### src/rtl/piso_pkg.sv
// -----------------------------------------------------------------------------
// piso_pkg
// Shared types and sizing helpers for the piso_serializer block.
//   - piso_state_e : FSM state (IDLE, SHIFT)
//   - cnt_width()  : beat counter width, clog2(WIDTH+1)
//   - beats()      : beats per word, WIDTH (+1 when PISO_PARITY_EN is defined)
// Optional build macro: PISO_PARITY_EN (appends one parity beat per word).
// -----------------------------------------------------------------------------
package piso_pkg;

  typedef enum logic {
    IDLE  = 1'b0,
    SHIFT = 1'b1
  } piso_state_e;

`ifdef PISO_PARITY_EN
  localparam int PARITY_BEATS = 1;
`else
  localparam int PARITY_BEATS = 0;
`endif

  function automatic int cnt_width(input int width);
    return $clog2(width + 1);
  endfunction

  function automatic int beats(input int width);
    return width + PARITY_BEATS;
  endfunction

endpackage

### src/rtl/piso_shift_core.sv
// -----------------------------------------------------------------------------
// piso_shift_core
// WIDTH-bit shift register with parallel load and a zero-filling shift toward
// the output end. Direction is fixed at elaboration by MSB_FIRST.
// Ports:
//   clk     in  clock, rising edge
//   rst_n   in  asynchronous active-low reset (register clears to 0)
//   load_i  in  load data_i this cycle (has priority over shift_i)
//   data_i  in  parallel word
//   shift_i in  shift one position toward the output end
//   bit_o   out bit currently at the output end
// -----------------------------------------------------------------------------
module piso_shift_core
  import piso_pkg::*;
#(
  parameter int WIDTH     = 8,
  parameter bit MSB_FIRST = 1'b1
) (
  input  logic             clk,
  input  logic             rst_n,
  input  logic             load_i,
  input  logic [WIDTH-1:0] data_i,
  input  logic             shift_i,
  output logic             bit_o
);

  logic [WIDTH-1:0] sreg_q;
  logic [WIDTH-1:0] sreg_d;
  logic [WIDTH-1:0] shifted;

  generate
    if (MSB_FIRST) begin : g_msb_first
      assign shifted = {sreg_q[WIDTH-2:0], 1'b0};
      assign bit_o   = sreg_q[WIDTH-1];
    end else begin : g_lsb_first
      assign shifted = {1'b0, sreg_q[WIDTH-1:1]};
      assign bit_o   = sreg_q[0];
    end
  endgenerate

  always_comb begin
    sreg_d = sreg_q;
    if (load_i) begin
      sreg_d = data_i;
    end else if (shift_i) begin
      sreg_d = shifted;
    end
  end

  always_ff @(posedge clk or negedge rst_n) begin
    if (!rst_n) begin
      sreg_q <= '0;
    end else begin
      sreg_q <= sreg_d;
    end
  end

endmodule

### src/rtl/piso_serializer.sv
// -----------------------------------------------------------------------------
// piso_serializer
// Parallel-in/serial-out serializer. Accepts a WIDTH-bit word on a load
// handshake and emits it one bit per beat on a serial handshake, with a
// last-beat marker and bubble-free back-to-back loads.
// Optional build macro: PISO_PARITY_EN -- adds one parity beat per word
// (XOR of the word, inverted when PARITY_ODD=1) carrying ser_last.
// Ports:
//   clk        in  clock, rising edge
//   reset      in  asynchronous active-low reset
//   load_data  in  parallel word
//   load_valid in  producer offers load_data
//   load_ready out block accepts a word this cycle
//   ser_out    out current serial bit
//   ser_valid  out ser_out is valid
//   ser_ready  in  consumer takes the bit this cycle
//   ser_last   out current beat is the final beat of the word
//   busy       out a word is in flight (state SHIFT)
//
// Handshakes: a transfer happens on a rising edge where valid and ready are
// both high. Once valid is raised, the offered data holds until it transfers.
// load_ready depends combinationally on ser_ready during the last beat so the
// next word can be taken in the same edge the last beat leaves.
// -----------------------------------------------------------------------------
module piso_serializer
  import piso_pkg::*;
#(
  parameter int WIDTH      = 8,
  parameter bit MSB_FIRST  = 1'b1,
  parameter bit PARITY_ODD = 1'b0
) (
  input  logic             clk,
  input  logic             reset,
  input  logic [WIDTH-1:0] load_data,
  input  logic             load_valid,
  output logic             load_ready,
  output logic             ser_out,
  output logic             ser_valid,
  input  logic             ser_ready,
  output logic             ser_last,
  output logic             busy
);

  localparam int            BEATS    = beats(WIDTH);
  localparam int            CW       = cnt_width(WIDTH);
  localparam logic [CW-1:0] LAST_CNT = CW'(BEATS - 1);

  piso_state_e   state_q;
  piso_state_e   state_d;
  logic [CW-1:0] count_q;
  logic [CW-1:0] count_d;

  logic in_shift;
  logic last_beat;
  logic xfer;
  logic load_en;
  logic shift_en;
  logic shift_bit;
  logic data_bit;

  assign in_shift   = (state_q == SHIFT);
  assign last_beat  = in_shift && (count_q == LAST_CNT);
  assign xfer       = in_shift && ser_ready;

  assign load_ready = !in_shift || (last_beat && ser_ready);
  assign ser_valid  = in_shift;
  assign busy       = in_shift;
  assign ser_last   = last_beat;
  // Gate with the state so the output reads 0 whenever no word is in flight.
  assign ser_out    = in_shift && data_bit;

  piso_shift_core #(
    .WIDTH     (WIDTH),
    .MSB_FIRST (MSB_FIRST)
  ) u_core (
    .clk     (clk),
    .rst_n   (reset),
    .load_i  (load_en),
    .data_i  (load_data),
    .shift_i (shift_en),
    .bit_o   (shift_bit)
  );

`ifdef PISO_PARITY_EN
  logic parity_q;

  always_ff @(posedge clk or negedge reset) begin
    if (!reset) begin
      parity_q <= 1'b0;
    end else if (load_en) begin
      parity_q <= (^load_data) ^ PARITY_ODD;
    end
  end

  // The data beats occupy counts 0..WIDTH-1; count WIDTH is the parity beat.
  assign data_bit = (count_q == CW'(WIDTH)) ? parity_q : shift_bit;
`else
  logic unused_parity_odd;
  assign unused_parity_odd = PARITY_ODD;
  assign data_bit          = shift_bit;
`endif

  always_comb begin
    state_d  = state_q;
    count_d  = count_q;
    load_en  = 1'b0;
    shift_en = 1'b0;
    unique case (state_q)
      IDLE: begin
        if (load_valid) begin
          load_en = 1'b1;
          count_d = '0;
          state_d = SHIFT;
        end
      end
      SHIFT: begin
        if (xfer) begin
          if (last_beat) begin
            // Count is cleared on the last beat either way, so it never
            // climbs past BEATS-1 and never wraps.
            count_d = '0;
            if (load_valid) begin
              load_en = 1'b1;
            end else begin
              shift_en = 1'b1;
              state_d  = IDLE;
            end
          end else begin
            shift_en = 1'b1;
            count_d  = count_q + CW'(1);
          end
        end
      end
      default: begin
        state_d = IDLE;
        count_d = '0;
      end
    endcase
  end

  always_ff @(posedge clk or negedge reset) begin
    if (!reset) begin
      state_q <= IDLE;
      count_q <= '0;
    end else begin
      state_q <= state_d;
      count_q <= count_d;
    end
  end

endmodule

### config.mk
export PLATFORM = sky130hd
export DESIGN_NAME = piso_serializer
export DESIGN_NICKNAME = d
export VERILOG_FILES = /design/src/rtl/piso_pkg.sv /design/src/rtl/piso_shift_core.sv /design/src/rtl/piso_serializer.sv
export SDC_FILE = /design/constraint.sdc
export NUM_CORES = 1
export LEC_CHECK = 0
export ABC_AREA = 1
export BUFFER_PORTS_ARGS = -buffer_cell sky130_fd_sc_hd__buf_2
export CORE_MARGIN = 2
export CORE_UTILIZATION = 50
export CTS_CLUSTER_DIAMETER = 100
export DETAILED_ROUTE_END_ITERATION = 10
export PLACE_DENSITY = 0.8
export SLEW_MARGIN = 20
export SYNTH_ARGS = -nofsm -noshare
export SYNTH_HDL_FRONTEND = slang
export SYNTH_SLANG_ARGS = --single-unit
### constraint.sdc
create_clock -name clk -period 1.6 [get_ports clk]
set_clock_uncertainty 0.2 [all_clocks]
set_input_delay 0.24 -clock clk [delete_from_list [all_inputs] [get_ports clk]]
set_output_delay 0.24 -clock clk [all_outputs]
set_load 0.02 [all_outputs]
==> results.cfg, run 1 <==
[status]
status = finished, violations left
violations = negative setup slack

[setup_path]
rr_startpoint = count_q[0]$_DFFE_PN0P_
r2r_cells = 10
critical_path_arrival_ps = 1300
crit_end = ser_last
startpoint_type = register
rr_endpoint = u_core.sreg_q[7]$_DFFE_PN0P_
crit_type = reg -> out
cp-end-kind = output port
crit_start = count_q[0]$_DFFE_PN0P_
critPathMaxFanout = 2
rrSetupSlack_ps = -90
crit_required_ps = 1160

[global_route]
grt_max_degree = 14
grt_first_pass_wirelength_mm = 2.84
overflow = 0
antenna_found_initial = 0
gr-usage-all-layers_pct = 20.7
grt_pass1_vias = 695

[routing]
wirelength_mm = 1.74
vias_per_cell = 5.20
dr_total_vias = 733
firstDrtPassIters = 4
drtAntennaViolNets = 0
wl_per_cell_um = 12.4
drcViolationCount = 0
drt-initial-drc-count = 22

[final_layout]
fin_nets = 140
layout_common_cells = nand2_1, inv_1, nand3_1
finalInstanceArea_um2 = 977
seqCellArea_um2 = 325
antenna-diode-count = 0
area_growth_pct = 35.1
drive_gt1_share_pct = 32.5
layout_commonest_cell = nand2_1
multi_input_area_um2 = 328
fillers = 99

[floorplanning]
core_area_um2 = 1330
dieHeight_um = 42.0
io_pins = 17
die_x_um = 42.0
rows = 13
die_area_um2 = 1770
start_util_pct = 54.2

[yosys]
syn_area_um2 = 723
ys_ff_latch = 13
syn_avg_cell_area_um2 = 7.53
syn_inst = 96
synth_cell_types = 17
yosysWarnings = 0
syn_nets = 109
synth_seq_area_share_pct = 45.0

[power_and_ir_drop]
p_per_area_nw_per_um2 = 1460
power_mw = 1.42
vdd_ir_drop_max_mv = 0.828
leakage_nw = 0.573

[clock_network]
cts_made_buffers = 3
cts_tree = built
cts_sinks = 13
clk_path_buf_depth = 2
htree_levels = 1
cts_root_buf = clkbuf_4
clk_latency_ps = 280
clk_pin_slew_worst_paths_ps = 80

[run]
maxCapViolations = 0

[placed_design]
dp_hpwl_mm = 1.11
post-place-ws_ps = -25.4
port_buffers = 16
placed_area_um2 = 845
place_congestion = 0.792

[timing]
grt_setup_unrepaired = true
fin_ws_ps = -136
setup_viol = 3
maxSlewViolCount = 0
whs_ps = 28.2
period_share_pct = 108
finalHoldViolCount = 0
fin_crit_ps = 1740
slew_headroom_pct = 79.0
max_freq_mhz = 576
worst_pin_slew_ps = 315
tns_ps = -349

[min_path]
hp-class = in -> reg
[state kept, by name, indices dropped and copies added, names as in the netlist]
name and flops:
busy 1, count_q 4, u_core.sreg_q 8
[layer usage]
layer  global-route usage (%)  vias up  part of all wire [%]
met2                     34.4       20                    53
met5                        0        -                     0
met3                     3.45        6                   3.3
met4                     10.6        0                   1.5
met1                     25.8      352                    42
li1                         -      355                     -
[layout make-up]
type | instances | share of cell area (%)
Clock buffer | 4 | 2.69
Inverter | 21 | 8.07
Multi-Input combinational cell | 59 | 33.5
Sequential cell | 13 | 33.3
Tap cell | 15 | 1.92
Timing Repair Buffer | 29 | 20.5
[repair_timing]
| item | in CTS | in global routing |
|---|---|---|
| hold endpoints to repair | 13 | 0 |
| setup endpoints to repair | 9 | 11 |
| setup buffers | 3 | 3 |
| pin swaps | 3 | 3 |
| resized for setup | 14 | 2 |
| hold buffers | 1 | 0 |
[Yosys cell counts (all sizes together)]
cell type / n / area (um2)
a21oi: 2 / 10.0
xor2: 1 / 8.76
a32o: 1 / 10.0
nor2: 2 / 10.0
o21ai: 3 / 26.3
buf: 3 / 30.0
nand3: 17 / 85.1
inv: 21 / 78.8
ha: 1 / 12.5
dfrtp: 13 / 325
nand2: 31 / 119
o31ai: 1 / 7.51
[critical path, cell delays in order, from the launching register on]
cell and delay (ps):
dfrtp_1 420, ha_4 180, nand2_2 60, inv_2 40
buf_6 110, nand2_4 70, inv_2 30, buf_6 120
[power breakdown]
| group | leakage [nW] | switching [mW] | internal, mW |
|---|---|---|---|
| clock | 0.0150 | 0.111 | 0.0966 |
| sequential | 0.166 | 0.0933 | 0.450 |
| combinational | 0.392 | 0.346 | 0.327 |
| total | 0.573 | 0.550 | 0.874 |
[cell families after synthesis]
| logic type | Yosys count | synth area share, % |
|---|---|---|
| XOR/XNOR | 1 | 1.21 |
| AND/OR/NAND/NOR | 50 | 29.6 |
| buffers and inverters | 24 | 15.1 |
| AO/OA/AOI/OAI | 7 | 7.44 |
| flip-flops | 13 | 45.0 |
| adder cells (fa/ha/maj) | 1 | 1.73 |
[per-stage QoR]
| stage | instances | utilization, % |
|---|---|---|
| final | 141 | 73.3 |
| after global routing | 141 | 73.3 |
| after CTS | 138 | 70.2 |
| after detailed placement | 131 | 63.3 |
| after global placement | 131 | 63.3 |
| after floorplan | 96 | - |
[worst min path at each step]
| stage | slack, ps | to | depth (start not counted) | from |
|---|---|---|---|---|
| 2_1_floorplan | -260 | busy$_DFF_PN0_ | 0 | reset |
| 3_3_place_gp | -60 | u_core.sreg_q[7]$_DFFE_PN0P_ | 1 | reset |
| 3_5_place_dp | -60 | busy$_DFF_PN0_ | 1 | reset |
| 4_1_cts | 10 | busy$_DFF_PN0_ | 3 | load_valid |
| 5_1_grt | 50 | busy$_DFF_PN0_ | 3 | load_valid |
| 6_report | 30 | busy$_DFF_PN0_ | 3 | load_valid |
Note: power is estimated with default switching activity, not from simulation.
==> inputs of run 2 (changes only) <==
==> constraint.sdc (replaced) <==
create_clock -name clk -period 1.6 [get_ports clk]
set_clock_uncertainty 0.2 [all_clocks]
set_input_delay 0.4 -clock clk [delete_from_list [all_inputs] [get_ports clk]]
set_output_delay 0.4 -clock clk [all_outputs]
set_load 0.02 [all_outputs]
==> results.cfg, run 2 (synthesis results as in run 1) <==
[power_and_ir_drop]
p_sw_uw = 548
vdd_ir_drop_max_mv = 0.976
seq_power_share_pct = 37.0
combinationalPowerShare_pct = 48.8
p_clk_share_pct = 14.2
p_int_uw = 890
p_per_area_nw_per_um2 = 1420
leakage_nw = 0.583
power.share.switching_pct = 38.1
power_mw = 1.44

[setup_path]
startpoint_type = register
r2r_cells = 8
crit_type = reg -> out
cp-end-kind = output port
path_cells = ha_2 > nand2_2 > inv_2 > nand3_2 > nand2_2 > buf_6
critPathMaxFanout = 3
critical_path_arrival_ps = 1270
crit_required_ps = 1000
slowest_stage = dfrtp_1
worst-path-buf-inv = 2
timing.critical_path.mode_cell = nand2_2
rr_endpoint = count_q[1]$_DFFE_PN0P_
rrSetupSlack_ps = -60
cp_top_family = flip-flops
crit_start = count_q[1]$_DFFE_PN0P_
critPathMaxStageDelay_ps = 360
rr_startpoint = count_q[1]$_DFFE_PN0P_

[routing]
wirelength_mm = 1.75
drt-initial-drc-count = 14
drcViolationCount = 0
wl_per_cell_um = 12.5
dr_total_vias = 714
drtAntennaViolNets = 0
firstDrtPassIters = 4
vias_per_cell = 5.10

[clock_network]
clk_pin_slew_worst_paths_ps = 90
htree_levels = 1
cts_made_buffers = 3
clk_path_buf_depth = 2
cts_sinks = 13
cts_tree = built
cts_root_buf = clkbuf_4
clk_latency_ps = 270

[final_layout]
drive_gt1_share_pct = 39.2
largest_reg_flops = 8
antenna-diode-count = 0
area_growth_pct = 40.0
final_core_util_pct = 75.9
layout_commonest_cell = nand2_1
layout_common_cells = nand2_1, inv_1, nand3_1
fin_nets = 139
top_register = u_core.sreg_q

[floorplanning]
start_util_pct = 54.2
rows = 13
dieHeight_um = 42.0
die_x_um = 42.0
die_area_um2 = 1770
core_area_um2 = 1330
io_pins = 17

[placed_design]
place_congestion = 0.807
port_buffers = 16
dp_hpwl_mm = 1.12

[global_route]
overflow = 0
grt_max_degree = 14
antenna_found_initial = 0
gr-usage-all-layers_pct = 21.0
grt_first_pass_wirelength_mm = 2.80
grt_pass1_vias = 683

[timing]
grt_setup_unrepaired = true
setup_viol = 9
period_share_pct = 117
fin_ws_ps = -273
whs_ps = 169
max_freq_mhz = 534
finalHoldViolCount = 0
fin_crit_ps = 1870
slew_headroom_pct = 78.8
worst_pin_slew_ps = 317
maxSlewViolCount = 0

[run]
maxCapViolations = 0

[status]
violations = negative setup slack
status = finished, violations left

[min_path]
min_to = busy$_DFF_PN0_
hp-start = load_valid
hp-class = in -> reg
hold_depth = 3
==> run 2: changes by cell type in the layout (fill, tap and decap cells not counted), moves of 3 or more <==
cell,delta
buf_2,-3
buf_4,-4
buf_6,+5
nand2_1,-3
nand2_2,+4
nand3_1,-3
nand3_2,+3
==> run 2: power groups by stage <==
stage	Combinational [mW]	Sequential, mW	Clock [mW]
6_report	0.702	0.532	0.204
2_1_floorplan	0.343	0.529	0
3_3_place_gp	0.533	0.530	0
4_1_cts	0.676	0.529	0.206
3_5_place_dp	0.548	0.536	0
5_1_grt	0.778	0.544	0.215
==> run 2: layer usage <==
| metal | track usage, % | vias up | part of all wire [%] |
|---|---|---|---|
| met4 | 11.9 | 0 | 2.2 |
| met5 | 0 | - | 0 |
| met1 | 24.9 | 334 | 42 |
| met3 | 3.88 | 6 | 4.3 |
| li1 | - | 352 | - |
| met2 | 35.3 | 22 | 52 |
==> run 2: repair_timing <==
item	in CTS	in global routing
gates cloned	0	0
gates resized for setup	21	10
hold buffers	1	0
pin swaps	3	5
setup buffers	4	1
endpoints found under the setup margin	10	15
hold endpoints to repair	13	0
==> run 2: worst max-delay path by stage <==
stage	cells past startpoint	slack [ps]	to
2_1_floorplan	6	5	load_ready
3_3_place_gp	6	10	load_ready
3_5_place_dp	10	-20	u_core.sreg_q[1]$_DFFE_PN0P_
4_1_cts	6	-240	load_ready
5_1_grt	6	-360	load_ready
6_report	6	-270	load_ready
==> run 2: area by class of cell <==
cell class / instances / area [um2]
Clock buffer: 4 / 26.3
Fill cell: 104 / 322
Multi-Input combinational cell: 59 / 330
Tap cell: 15 / 18.8
Timing Repair Buffer: 28 / 231
Inverter: 21 / 78.8
Sequential cell: 13 / 327
==> run 2: tightest hold or removal path: stages <==
cell	delay (ps)
buf_2	90
inv_1	60
nand2_1	70
==> run 2: per-stage QoR <==
step	TNS [ps]	setup slack (ps)	cells	cell area, um2
after floorplan	0	5.25	96	724
after global placement	0	15.0	132	866
after detailed placement	-88.8	-25.0	132	866
after CTS	-656	-239	141	991
after global routing	-1730	-359	140	1010
final	-697	-273	140	1010
==> inputs of run 3 (changes only) <==
Settings changed: RECOVER_POWER set to 50.
==> results.cfg, run 3 (synthesis results as in run 1) <==
[global_route]
grt_pass1_vias = 683
met1_usage_pct = 24.9
grt_util_met3_pct = 3.88
antenna_found_initial = 0
grt_most_used_layer = met2
grt_first_pass_wirelength_mm = 2.80
gr-usage-met2_pct = 35.3
gr-usage-all-layers_pct = 21.0
overflow = 0
grt_max_degree = 14

[clock_network]
htree_levels = 1
clk_latency_ps = 270
clk_pin_slew_worst_paths_ps = 90
cts_root_buf = clkbuf_4
clk_path_buf_depth = 2
cts_sinks = 13
cts_tree = built
cts_made_buffers = 3

[floorplanning]
io_pins = 17
core_area_um2 = 1330
dieHeight_um = 42.0
die_x_um = 42.0
rows = 13
start_util_pct = 54.2
die_area_um2 = 1770

[setup_path]
startpoint_type = register
crit_required_ps = 1000
worst-path-buf-inv = 2
critical_path_arrival_ps = 1280
slowest_stage = dfrtp_1
path_cells = ha_2 > nand2_2 > inv_2 > nand3_2 > nand2_2 > buf_6
crit_type = reg -> out
critPathMaxFanout = 3
cp_top_family = flip-flops
timing.critical_path.mode_cell = nand2_2
critPathMaxStageDelay_ps = 360
cp-end-kind = output port

[min_path]
hp-class = in -> reg

[timing]
grt_setup_unrepaired = true
whs_ps = 169
max_freq_mhz = 533
maxSlewViolCount = 0
slew_headroom_pct = 51.5
finalHoldViolCount = 0
worst_pin_slew_ps = 727
fin_ws_ps = -278
fin_crit_ps = 1880
tns_ps = -730
period_share_pct = 117
setup_viol = 9

[routing]
vias_per_cell = 5.15
dr_total_vias = 721
drcViolationCount = 0
drt-initial-drc-count = 13
firstDrtPassIters = 4
wl_per_cell_um = 12.6
drtAntennaViolNets = 0
wirelength_mm = 1.76

[final_layout]
multi_input_area_um2 = 330
drive_gt1_share_pct = 38.4
largest_reg_flops = 8
finalInstanceArea_um2 = 1010
final_core_util_pct = 75.8
antenna-diode-count = 0
fin_nets = 139
layout_commonest_cell = nand2_1
layout_common_cells = nand2_1, inv_1, nand3_1
seqCellArea_um2 = 327
fillers = 105
final_cells = 140
top_register = u_core.sreg_q
area_growth_pct = 39.8

[power_and_ir_drop]
power_mw = 1.44
p_per_area_nw_per_um2 = 1420
leakage_nw = 0.580
vdd_ir_drop_max_mv = 0.977

[placed_design]
post-place-ws_ps = -25.0
port_buffers = 16
placed_area_um2 = 866
place_congestion = 0.807
dp_hpwl_mm = 1.12
place_inst = 132

[run]
maxCapViolations = 0

[status]
violations = negative setup slack
status = finished, violations left
-- run 3: cell types whose count changed in the layout (fill, tap and decap cells not counted) --
cell and change:
buf_2 -1, clkbuf_1 +1
-- run 3: final timing paths --
| path | cells past startpoint | start | endpoint | slack, ps |
|---|---|---|---|---|
| worst min register to register | 2 | u_core.sreg_q[4]$_DFFE_PN0P_ | u_core.sreg_q[4]$_DFFE_PN0P_ | 290 |
| max in group asynchronous | 2 | reset | busy$_DFF_PN0_ | 220 |
| worst min-delay path | 3 | load_valid | busy$_DFF_PN0_ | 170 |
| min in group asynchronous | 2 | reset | u_core.sreg_q[7]$_DFFE_PN0P_ | 480 |
| worst max-delay path | 6 | count_q[1]$_DFFE_PN0P_ | load_ready | -280 |
| worst max register to register | 8 | count_q[1]$_DFFE_PN0P_ | count_q[1]$_DFFE_PN0P_ | -60 |
-- run 3: worst reg2reg max path: stages, from the launching register on --
cell     delay, ps
dfrtp_1        360
ha_2           190
nand2_2         50
inv_2           90
nand2_2         90
buf_6          130
buf_6          100
buf_6          110
a32o_1         230
-- run 3: repair_timing --
action / CTS / global route
endpoints found under the hold margin: 13 / 0
endpoints found under the setup margin: 10 / 15
gates resized for setup: 21 / 10
pin swaps: 3 / 5
setup buffers: 4 / 1
hold buffers: 1 / 0
-- run 3: area by class of cell --
| type | count | area share (%) |
|---|---|---|
| multi-input cells | 59 | 32.7 |
| flip-flops and latches | 13 | 32.3 |
| repair buffers | 28 | 22.8 |
| inverters | 21 | 7.80 |
| clock buffers | 4 | 2.60 |
| well taps | 15 | 1.86 |
-- run 3: metal layers --
metal	vias to the layer above	wire (um)
met1	341	754
li1	352	-
met4	0	38
met2	22	901
met5	-	0
met3	6	70
-- run 3: power breakdown --
group	switching, mW	internal (mW)
combinational	0.360	0.342
clock	0.108	0.0964
sequential	0.0817	0.450
total	0.550	0.889
